## config.mk

```make
export PLATFORM = sky130hd
export DESIGN_NAME = lmsm_sequencer
export DESIGN_NICKNAME = d
export VERILOG_FILES = /design/src/rtl/lmsm_pkg.sv /design/src/rtl/lmsm_prio_enc.sv /design/src/rtl/lmsm_sequencer.sv
export SDC_FILE = /design/constraint.sdc
export NUM_CORES = 1
export LEC_CHECK = 0
export BUFFER_PORTS_ARGS = -buffer_cell sky130_fd_sc_hd__buf_2
export CAP_MARGIN = 20
export CORE_MARGIN = 2
export CORE_UTILIZATION = 35
export CTS_BUF_LIST = sky130_fd_sc_hd__clkbuf_4 sky130_fd_sc_hd__clkbuf_8
export CTS_CLUSTER_DIAMETER = 80
export DETAILED_ROUTE_END_ITERATION = 8
export PLACE_DENSITY = 0.69
export RECOVER_POWER = 25
export SYNTH_ARGS = -nofsm -noshare
export SYNTH_HDL_FRONTEND = slang
export SYNTH_SLANG_ARGS = --single-unit
```

## constraint.sdc

```tcl
create_clock -name clk -period 2.9 [get_ports clk]
set_clock_uncertainty 0.15 [all_clocks]
set_input_delay 0 -clock clk [delete_from_list [all_inputs] [get_ports clk]]
set_output_delay 0 -clock clk [all_outputs]
set_load 0.01 [all_outputs]
```

## src/rtl/lmsm_pkg.sv

```systemverilog
// Shared types for the load/store-multiple sequencer.
// State encoding and register-list geometry.
package lmsm_pkg;

  localparam int REG_IDX_W = 3;
  localparam int REG_CNT   = 8;

  typedef enum logic [1:0] {
    IDLE,
    ISSUE,
    WRITE,
    DONE
  } state_e;

endpackage

```

## src/rtl/lmsm_prio_enc.sv

```systemverilog
// Lowest-set-bit priority encoder for the register list.
// Index is 0 and valid is 0 when the mask is empty.
module lmsm_prio_enc
  import lmsm_pkg::*;
(
  input  logic [REG_CNT-1:0]   mask,
  output logic [REG_IDX_W-1:0] idx,
  output logic                 valid
);

  always_comb begin
    idx   = '0;
    valid = |mask;
    // Descending scan so the lowest set bit wins.
    for (int i = REG_CNT - 1; i >= 0; i--) begin
      if (mask[i]) idx = REG_IDX_W'(i);
    end
  end

endmodule

```

## src/rtl/lmsm_sequencer.sv

```systemverilog
// Load/store-multiple sequencer: walks the register list
// low to high, one memory transfer per selected register.
module lmsm_sequencer
  import lmsm_pkg::*;
#(
  parameter int ADDR_W = 16,
  parameter int DATA_W = 16
) (
  input  logic                 clk,
  input  logic                 rst_n,
  input  logic                 start,
  input  logic                 is_store,
  input  logic [REG_CNT-1:0]   reg_list,
  input  logic [ADDR_W-1:0]    base_addr,
  output logic                 busy,
  output logic                 done,
  output logic                 mem_req,
  output logic                 mem_we,
  output logic [ADDR_W-1:0]    mem_addr,
  output logic [DATA_W-1:0]    mem_wdata,
  input  logic                 mem_ack,
  input  logic [DATA_W-1:0]    mem_rdata,
  output logic [REG_IDX_W-1:0] rf_raddr,
  input  logic [DATA_W-1:0]    rf_rdata,
  output logic                 rf_we,
  output logic [REG_IDX_W-1:0] rf_waddr,
  output logic [DATA_W-1:0]    rf_wdata
);

  state_e               state_q, state_d;
  logic [REG_CNT-1:0]   mask_q, mask_d;
  logic [ADDR_W-1:0]    addr_q, addr_d;
  logic                 store_q, store_d;
  logic [DATA_W-1:0]    data_q, data_d;
  logic [REG_IDX_W-1:0] idx;
  logic                 idx_vld;
  logic [REG_CNT-1:0]   mask_clr;

  lmsm_prio_enc u_enc (
    .mask  (mask_q),
    .idx   (idx),
    .valid (idx_vld)
  );

  assign mask_clr  = mask_q & ~(REG_CNT'(1) << idx);
  assign rf_raddr  = idx;
  assign mem_wdata = rf_rdata;

  always_comb begin
    state_d  = state_q;
    mask_d   = mask_q;
    addr_d   = addr_q;
    store_d  = store_q;
    data_d   = data_q;
    busy     = (state_q != IDLE);
    done     = 1'b0;
    mem_req  = 1'b0;
    mem_we   = 1'b0;
    mem_addr = '0;
    rf_we    = 1'b0;
    rf_waddr = '0;
    rf_wdata = '0;
    unique case (state_q)
      IDLE: begin
        if (start) begin
          mask_d  = reg_list;
          addr_d  = base_addr;
          store_d = is_store;
          state_d = (|reg_list) ? ISSUE : DONE;
        end
      end
      ISSUE: begin
        mem_req  = idx_vld;
        mem_we   = store_q;
        mem_addr = addr_q;
        if (mem_ack) begin
          if (store_q) begin
            mask_d  = mask_clr;
            addr_d  = addr_q + ADDR_W'(1);
            state_d = (|mask_clr) ? ISSUE : DONE;
          end else begin
            data_d  = mem_rdata;
            state_d = WRITE;
          end
        end
      end
      WRITE: begin
        rf_we    = idx_vld;
        rf_waddr = idx;
        rf_wdata = data_q;
        mask_d   = mask_clr;
        addr_d   = addr_q + ADDR_W'(1);
        state_d  = (|mask_clr) ? ISSUE : DONE;
      end
      DONE: begin
        done    = 1'b1;
        state_d = IDLE;
      end
      default: state_d = IDLE;
    endcase
  end

  always_ff @(posedge clk or negedge rst_n) begin
    if (!rst_n) begin
      state_q <= IDLE;
      mask_q  <= '0;
      addr_q  <= '0;
      store_q <= 1'b0;
      data_q  <= '0;
    end else begin
      state_q <= state_d;
      mask_q  <= mask_d;
      addr_q  <= addr_d;
      store_q <= store_d;
      data_q  <= data_d;
    end
  end

endmodule

```

# Word level (Yosys, flattened, before mapping)
# Index checks and enable logic that the tools add are counted.
# W data, S select, Z words.
dict set report word_totals {
  n_memories 0
  mem_bits_rw 0
  word_cells 55
  mem_bits_ro 0
  ff_bits 43
  latch_bits 0
}
dict set report classes {
  n_eq_ne 6
  shift 1
  order_cmp 0
  n_bitwise 3
  div 0
  reduce_logical 10
  muxes 29
  addsub 1
  mul 0
}
# operator n
set ops {}
lappend ops {{$mux W16} 5}
lappend ops {{$pmux W16 S3} 1}
lappend ops {{$mux W3} 9}
lappend ops {{$mux W8} 3}
lappend ops {{$pmux W8 S3} 1}
lappend ops {{$reduce_or A8 Y1} 3}
lappend ops {{$add A16 B1 Y16 const B} 1}
lappend ops {{$mux W2} 5}
lappend ops {{$and A8 B8 Y8} 1}
lappend ops {{$not A8 Y8} 1}
lappend ops {{$pmux W2 S4} 1}
lappend ops {{$shl A1 B3 Y8 const A} 1}
lappend ops {{$ne A2 B2 Y1 const B} 3}
lappend ops {{$eq A2 B2 Y1 const B} 2}
lappend ops {{$mux W1} 4}
lappend ops {{$reduce_and A2 Y1} 2}
lappend ops {{$reduce_and A4 Y1} 1}
lappend ops {{$reduce_and A3 Y1} 1}
lappend ops {{$reduce_bool A3 Y1} 1}
lappend ops {{$eq A2 B1 Y1 const B} 1}
lappend ops {{$logic_not A2 Y1} 1}
lappend ops {{$reduce_bool A2 Y1} 1}
lappend ops {{$not A1 Y1} 1}

# Logic depth before layout (Yosys ltp)
# Gate-level depths: netlist (run 1).
dict set report depth {
  depth_word 16
  mapped_depth 8
  mapped_depth_nobuf 7
}

# Hierarchy
# From an unflattened synthesis (run 1), not the netlist that was laid out.
dict set report hier_totals {
  cells_unflattened 310
  hier_area_um2 2785.2
}
# module area_per_inst_um2 cells_per_inst instances
set by_module_without_submodules {}
lappend by_module_without_submodules {lmsm_sequencer 2703.8 297 1}
lappend by_module_without_submodules {lmsm_prio_enc 81.3 13 1}

# Least setup slack after synthesis (run 1)
# OpenSTA, ideal clock, no wires.
dict set report synth_path {
  path_type {reg2reg}
  start {register state_q[1]}
  end {register data_q[10]}
  arrival_ns 1.839
  stages_incl_launch_ff 8
  slack_ns 0.786
  t_required_ns 2.625
  setup_time_ns 0.125
  cell_sequence {dfrtp_1 inv_1 ha_1 inv_1 or3_1 clkbuf_1 clkbuf_1 mux2_2}
}
dict set report synth_via {
  elab_chain_len 2
}
# item line_no
set synth_lines {}
lappend synth_lines {{start, declared} lmsm_sequencer.sv:30} ;# state_e state_q, state_d;
lappend synth_lines {{start signal, assigned} lmsm_sequencer.sv:111} ;# state_q <= state_d;
lappend synth_lines {{$eq A2 B1 Y1} lmsm_sequencer.sv:63} ;# unique case (state_q)
lappend synth_lines {{$reduce_and A3 Y1 (no line)} n/a}
lappend synth_lines {{end signal, assigned} lmsm_sequencer.sv:115} ;# data_q <= data_d;
lappend synth_lines {{end, declared} lmsm_sequencer.sv:34} ;# logic [DATA_W-1:0] data_q, data_d;
# No other way between the ends.
# A chain may end at the register's enable or synchronous reset.

# Final worst setup path (run 1)
dict set report layout_path {
  start {register state_q[1]}
  end {register data_q[1]}
}
# The elaborated chain is that of the path after synthesis.

==> metrics.md, run 1 <==
| Metric | Value |
|---|---|
| Cts repair resizes | 0 |
| Via count | ~2,700 |
| Setup-failing EPs final | 0 |
| Maximum vdd ir drop | ~0.45 mV |
| Post-CTS setup buffers | 0 |
| Core area | around 0.0073 mm² |
| Longest Clk Path Bufs | 2 |
| Outcome | completed |
| First-pass GRT wire length | between 10,000 and 15,000 µm |
| Initial antenna violation count | 0 |
| Worst Hold Depth | 5 |
| Mux contribution to synthesized area | 0.0824 |
| Router iterations before antenna repair | 4 |
| Filler cells | around 690 |
| Simple-gate share of the synthesized area | 0.221 |
| RSZ-0062 raised after global routing | false |
| 1st-iter DRT viols | ~140 |
| Std cell rows | 31 |
| Yosys reg bits | 43 |
| Post-DRT Antenna Nets | 0 |
| CTS root buf | clkbuf_8 |
| R2R depth | 5 |
| Post-synthesis xor/xnor area fraction | 0 |
| Critical Path End Type | flop |
| Setup Crit Path Kind | reg -> reg |
| Worst reg2reg path endpoint | data_q[1]$_DFFE_PN0P_ |
| Wirelength per Cell | ~14 µm |
| Worst hold slack | around 0.058 ns |
| Worst slew pin tran | 1.42 ns |
| Max Clk Rate | ~420 MHz |
| Post-synth EDFFs | 0 |
| CP max FO | 16 |
| Class of the worst hold path | in -> reg |
| P&R area growth vs syn | 40.9% |
| Buffers added on ports | 87 |
| Critical hold path startpoint | mem_ack |
| Clock transition at path regs | 0.08 ns |
| Pin count of the biggest net entering global routing | 44 |
| Initial Util | 0.367 |
| Main synth FF type | dfrtp_1 |
| Synth Area in Adders | 0.0358 |
| TNS Setup | 0 ns |
| Total power draw | 3.77 mW |
| Vias in the first global route | 2,531 |
| Grt total ovfl | 0 |
| Final WL | between 7000 and 8000 µm |
| RR Startpoint | state_q[1]$_DFFE_PN0P_ |
| Critical Path Start Type | flop |
| Worst endpoint required time | approximately 3 ns |
| H-Tree Depth | 2 |
| Post-DP Area | a little over 0.003 mm² |
| Routing usage on met1 | 0.228 |
| Crit path time final | 2.41 ns |
| Register area | 0.00108 mm² |
| MaxCap Viol Count | 0 |
| Hold Vio Cnt, Final | 0 |
| Met3 usage | 0.0329 |
| Area of the multi-input gates | approximately 0.0014 mm² |
| Syn nets | between 300 and 400 |
| Top-level I/O count | 120 |
| N_diodes | 0 |
| Asr flop ratio synth | 1.00 |
| Post-synth cell types | 42 |
| Largest family of logic cells by synthesized area | simple AND/OR/NAND/NOR gates |
| Final HPWL DP | 4970 µm |
| Most used routing layer | met2 |
| # DRC | 0 |
| YS warnings | 0 |
| Clock Latency Late Sink | roughly 0.30 ns |
| Final Max Slew Viols | 0 |
| CTS tree | done |
| Final instance area | roughly 0.0038 mm² |
| Total track usage | 0.180 |
| Final period util | 0.831 |
| CTS Buf Count | 5 |
| Share of cells above drive strength 1 | 0.288 |
| Critical Path AT | about 2.4 ns |
| Sequential cell area fraction in the yosys report | 0.400 |
| Sink Count | 43 |
| Syn avg cell area | between 8 and 9 µm² |
| Die area | 0.00840 mm² |
| Leakage | around 1.8 nW |
| Synthesized cell area | approximately 0.0027 mm² |
| WHS Endpoint | state_q[0]$_DFFE_PN0P_ |
| Syn Inst Count | between 300 and 400 |
| Die Wd | roughly 90 µm |
| Avg Vias per Cell | 5.06 |
| Post-CTS Hold Buffers | between 50 and 60 |
| Pwr Density | between 900 and 1000 mW/mm² |
| Slew headroom | 0.0534 |
| Compound-gate portion of the synthesized area | 0.176 |
| Met2 GRT Util | 0.305 |
| Final net count | about 500 |
| R2r setup slk | roughly 0.49 ns |
| Die height | about 92 µm |
| Placer Congestion | around 0.84 |
-- stage by stage --
step	setup WS, ns	cells	util
floorplan	0.786	304	-
global placement	0.590	458	0.421
detailed placement	0.507	458	0.421
CTS	0.492	525	0.515
global route	0.223	526	0.517
finish	0.491	526	0.517
-- metal layers --
layer / part of all wire / up-vias
li1: - / 1284
met1: 0.42 / 1278
met2: 0.51 / 81
met3: 0.044 / 17
met4: 0.025 / 0
met5: 0 / -
-- worst max path at each step --
stage / start / end
floorplan: state_q[1]$_DFFE_PN0P_ / data_q[10]$_DFFE_PN0P_
global placement: state_q[1]$_DFFE_PN0P_ / data_q[12]$_DFFE_PN0P_
detailed placement: state_q[1]$_DFFE_PN0P_ / data_q[9]$_DFFE_PN0P_
CTS: state_q[1]$_DFFE_PN0P_ / data_q[4]$_DFFE_PN0P_
global route: rst_n / addr_q[13]$_DFFE_PN0P_
finish: state_q[1]$_DFFE_PN0P_ / data_q[1]$_DFFE_PN0P_
-- worst max-delay path, cell delays in order, from the launching register on --
cell and delay, ns:
dfrtp_1 0.43, inv_1 0.14, ha_1 0.37, inv_1 0.14, or3_1 0.69, mux2_2 0.38
-- registers in the layout, summed over array words and instances, names as in the netlist --
register,flops
mask_q,8
state_q,2
data_q,16
addr_q,16
store_q,1
-- cell type report --
cell class | instances | share of cell area
Multi-Input combinational cell | 217 | 0.367
Inverter | 9 | 0.00892
Clock buffer | 8 | 0.0274
Sequential cell | 43 | 0.284
Tap cell | 99 | 0.0327
Timing Repair Buffer | 150 | 0.280
-- cells in the mapped netlist (2+ instances only) --
library cell | n | share of area
a21o_1 | 2 | 0.0056
a21oi_1 | 34 | 0.063
a22o_1 | 4 | 0.013
a2bb2oi_1 | 2 | 0.0065
and2_1 | 36 | 0.084
and3_1 | 3 | 0.0070
and4_1 | 3 | 0.0098
buf_1 | 2 | 0.0028
buf_4 | 16 | 0.045
clkbuf_1 | 16 | 0.022
dfrtp_1 | 43 | 0.40
ha_1 | 6 | 0.028
inv_1 | 9 | 0.013
mux2_2 | 17 | 0.071
mux2i_1 | 3 | 0.011
nand2_1 | 27 | 0.038
nand2b_1 | 2 | 0.0047
nand3_1 | 11 | 0.020
nor2_1 | 11 | 0.015
nor3_1 | 6 | 0.011
nor4b_1 | 2 | 0.0065
o21ai_0 | 20 | 0.037
o22ai_1 | 7 | 0.016
o31a_2 | 2 | 0.0074
or3_1 | 3 | 0.0070
-- kinds of logic (layout without fill, tap and decap cells) --
group / Yosys count / count (layout)
AOI/OAI and AO/OA: 79 / 79
muxes: 20 / 20
adders and majority gates: 8 / 8
buffers and inverters: 44 / 167
and+or+nand+nor: 110 / 110
DFF: 43 / 43
-- report_power, final --
group	switching, mW	internal, mW	total (mW)
logic	1.18	0.985	2.17
registers	0.278	0.902	1.18
clock network	0.200	0.227	0.426
-- layout by cell type (no fill, tap or decap), types with 3 or more instances in the layout --
cell	netlist	layout
mux2_2	17	17
or3_1	3	3
nand2_1	27	27
nor2_1	11	11
inv_1	9	9
buf_4	16	3
clkbuf_8	0	7
mux2i_1	3	3
nor3_1	6	6
dfrtp_1	43	43
a22o_1	4	4
and3_1	3	3
o22ai_1	7	7
and2_1	36	36
o21ai_0	20	20
ha_1	6	6
and4_1	3	3
a21oi_1	34	34
dlygate4sd3_1	0	59
buf_2	1	86
nand3_1	11	11
Power figures use the tool's default switching activity.
==> run 2, diff against run 1 <==
--- a/config.mk
+++ b/config.mk
@@ -12,7 +12,7 @@
 export CTS_BUF_LIST = sky130_fd_sc_hd__clkbuf_4 sky130_fd_sc_hd__clkbuf_8
 export CTS_CLUSTER_DIAMETER = 80
 export DETAILED_ROUTE_END_ITERATION = 8
-export PLACE_DENSITY = 0.69
+export PLACE_DENSITY = 0.72
 export RECOVER_POWER = 25
 export SYNTH_ARGS = -nofsm -noshare
 export SYNTH_HDL_FRONTEND = slang
==> constraint.sdc (replaced) <==
create_clock -name clk -period 2.07 [get_ports clk]
set_clock_uncertainty 0.15 [all_clocks]
set_input_delay 0 -clock clk [delete_from_list [all_inputs] [get_ports clk]]
set_output_delay 0 -clock clk [all_outputs]
set_load 0.01 [all_outputs]
==> run 2 against run 1 <==
Combinational power is 62% higher. Clock-buffer cell count is 1 lower. The run now ends with negative setup slack left. Power is 51% higher. Sequential cell count stayed put. Clock power is 30% higher. Final area is 4.7% higher. Global-route usage is 0.59 points higher. Core utilization is 2.4 points higher. Critical path depth is 1 lower. Final cell count is 4.0% higher. Worst setup slack worse by 0.56 ns.
==> metrics.md, run 2 (same netlist as run 1, synthesis figures left out) <==
| Metric | Value |
|---|---|
| Met3 wire len | 382 µm (was 327 µm) |
| Clock transition at path regs | 0.07 ns (was 0.08 ns) |
| Avg Vias per Cell | 5.03 (was 5.06) |
| Core area | 0.00733 mm² (unchanged) |
| Setup Crit Path Kind | reg -> out (was reg -> reg) |
| CP max FO | 3 (was 16) |
| Top-level I/O count | 120 (unchanged) |
| 1st-iter DRT viols | 216 (was 137) |
| Post-DRT Antenna Nets | 0 (unchanged) |
| Crit path time final | 2.14 ns |
| Pwr Density | 1440 mW/mm² (was 995 mW/mm²) |
| Initial antenna violation count | 0 (unchanged) |
| Final HPWL DP | 5380 µm (was 4970 µm) |
| MaxCap Viol Count | 0 (unchanged) |
| Final WL | 8010 µm (was 7480 µm) |
| Share of cells above drive strength 1 | 0.328 (was 0.288) |
| Setup crit end | mem_req (was data_q[1]$_DFFE_PN0P_) |
| Final core occ | 0.541 (was 0.517) |
| H-Tree Depth | 2 (unchanged) |
| Most frequent cells in the layout | 84 x buf_2, 59 x dlygate4sd3_1, 43 x dfrtp_1, 36 x and2_1, 34 x a21oi_1 (was 86 x buf_2, 59 x dlygate4sd3_1, 43 x dfrtp_1, 36 x and2_1, 34 x a21oi_1) |
| Std cell rows | 31 (unchanged) |
| First-pass GRT wire length | 12,700 µm (was 12,200 µm) |
| Most common cell after layout, fill and taps aside | buf_2 (unchanged) |
| Critical Path Source | mask_q[0]$_DFFE_PN0P_ (was state_q[1]$_DFFE_PN0P_) |
| Grt total ovfl | 0 (unchanged) |
| Die Wd | 91.7 µm (unchanged) |
| Sink Count | 43 (unchanged) |
| Filler cells | 628 (was 688) |
| Setup-failing EPs final | 3 (was 0) |
| CTS tree | done (unchanged) |
| Critical Path End Type | primary output (was flop) |
| Metal2 WL | 4240 µm (was 3810 µm) |
| N_diodes | 0 (unchanged) |
| Clock Latency Late Sink | 0.30 ns (about the same) |
| R2R depth | 6 (was 5) |
| Highest Signal Layer | met4 (unchanged) |
| Worst hold slack | 0.0591 ns (was 0.0584 ns) |
| Post-DP Area | 0.00322 mm² (was 0.00308 mm²) |
| Critical Path AT | 1.99 ns (was 2.44 ns) |
| Worst slew pin tran | 0.901 ns (was 1.42 ns) |
| Class of the worst hold path | in -> reg (unchanged) |
| Total power draw | 5.70 mW (was 3.77 mW) |
| TNS Setup | -0.179 ns (was 0 ns) |
| Final net count | 514 (was 493) |
| Die height | 91.7 µm (unchanged) |
| Worst endpoint required time | 1.92 ns (was 2.93 ns) |
| Maximum vdd ir drop | 0.583 mV (was 0.453 mV) |
| Critical Path Start Type | flop (unchanged) |
| P&R area growth vs syn | 47.5% (was 40.9%) |
| Buffers added on ports | 87 (unchanged) |
| Initial Util | 0.367 (unchanged) |
| Max Clk Rate | ~470 MHz |
| CTS root buf | clkbuf_8 (unchanged) |
| Pin count of the biggest net entering global routing | 21 (was 44) |
| Router iterations before antenna repair | 4 (unchanged) |
| Outcome | finished with violations (was completed) |
| Largest regs | addr_q (16), data_q (16), mask_q (8) (unchanged) |
| Die area | 0.00840 mm² (unchanged) |
| RR Startpoint | mask_q[0]$_DFFE_PN0P_ (was state_q[1]$_DFFE_PN0P_) |
| Leakage | 1.91 nW (was 1.82 nW) |
| Crit-path cells | or4_4 > or3_4 > o31a_2 > buf_6 (was inv_1 > ha_1 > inv_1 > or3_1 > mux2_2) |
| Placed instance count | 474 (was 458) |
| Total track usage | 0.186 (was 0.180) |
| Longest Clk Path Bufs | 2 (unchanged) |
| # DRC | 0 (unchanged) |
| Failing checks | negative setup slack |
| Vias in the first global route | 2,666 (was 2,531) |
| Hold Vio Cnt, Final | 0 (unchanged) |
| Worst reg2reg path endpoint | state_q[1]$_DFFE_PN0P_ (was data_q[1]$_DFFE_PN0P_) |
| R2r setup slk | -0.05 ns (was 0.49 ns) |
| Final Max Slew Viols | 0 (unchanged) |
| Slowest CP cell | or4_4 (was or3_1) |
| Final instance area | 0.00397 mm² (was 0.00379 mm²) |
| Placer Congestion | 0.863 (was 0.837) |
| Worst setup margin | -0.0655 ns (was 0.491 ns) |
| CTS Buf Count | 5 (unchanged) |
| Slew headroom | 0.399 (was 0.0534) |
| Max stage delay on crit path | 0.54 ns (was 0.69 ns) |
| Final period util | 1.03 |
| Wirelength per Cell | 14.6 µm (was 14.2 µm) |
| Via count | 2,754 (was 2,660) |
| RSZ-0062 raised after global routing | true (was false) |
| Met1 WL | 3310 µm (was 3150 µm) |
| Non-Filler Instances | 547 (was 526) |
| Post-Place Worst Slack | 0.0418 ns (was 0.507 ns) |
## run 2: worst min-delay path by stage
stage             from                     end  slack, ns  cells past startpoint
2_1_floorplan    rst_n   addr_q[0]$_DFFE_PN0P_      -0.45                      0
6_report       mem_ack  state_q[0]$_DFFE_PN0P_       0.06                      5
3_5_place_dp     rst_n  data_q[15]$_DFFE_PN0P_      -0.21                      1
3_3_place_gp     rst_n   data_q[4]$_DFFE_PN0P_      -0.22                      1
5_1_grt        mem_ack  state_q[0]$_DFFE_PN0P_        0.1                      5
4_1_cts          rst_n  data_q[13]$_DFFE_PN0P_      0.002                      2
## run 2: cell type report
cell class | instances | area (µm²) | area share
timing repair buffer | 171 | 1240 | 0.312
tap | 99 | 124 | 0.0312
multi-input combinational | 217 | 1410 | 0.355
clock inverter | 1 | 5.00 | 0.00126
clock buffer | 7 | 83.8 | 0.0211
inverter | 9 | 33.8 | 0.00852
sequential | 43 | 1080 | 0.271
## run 2: routing by layer
layer  GRT usage  up-vias
met5           0        -
met4      0.0631        0
met3      0.0247        6
met2       0.333      102
met1       0.229     1310
li1            -     1336
## run 2: report_power, final
group / switching (mW) / internal (mW) / leakage (nW)
Sequential: 0.368 / 1.26 / 0.506
Clock: 0.290 / 0.264 / 0.0491
Combinational: 1.79 / 1.72 / 1.35
## run 2: timing repair
action | 4_1_cts | 5_1_grt
gates cloned | 0 | 0
endpoints found under the hold margin | 100 | 0
endpoints found under the setup margin | 2 | 31
setup buffers | 2 | 4
hold buffers | 59 | 0
pin swaps | 2 | 1
gates resized for setup | 2 | 5
## run 2: worst max-delay path, delay by kind of cell, from the launching register on
kind            cells  cell delay [ns]
buf+inv             1             0.12
compound gates      1             0.30
simple gates        2             0.89
flops               1             0.39
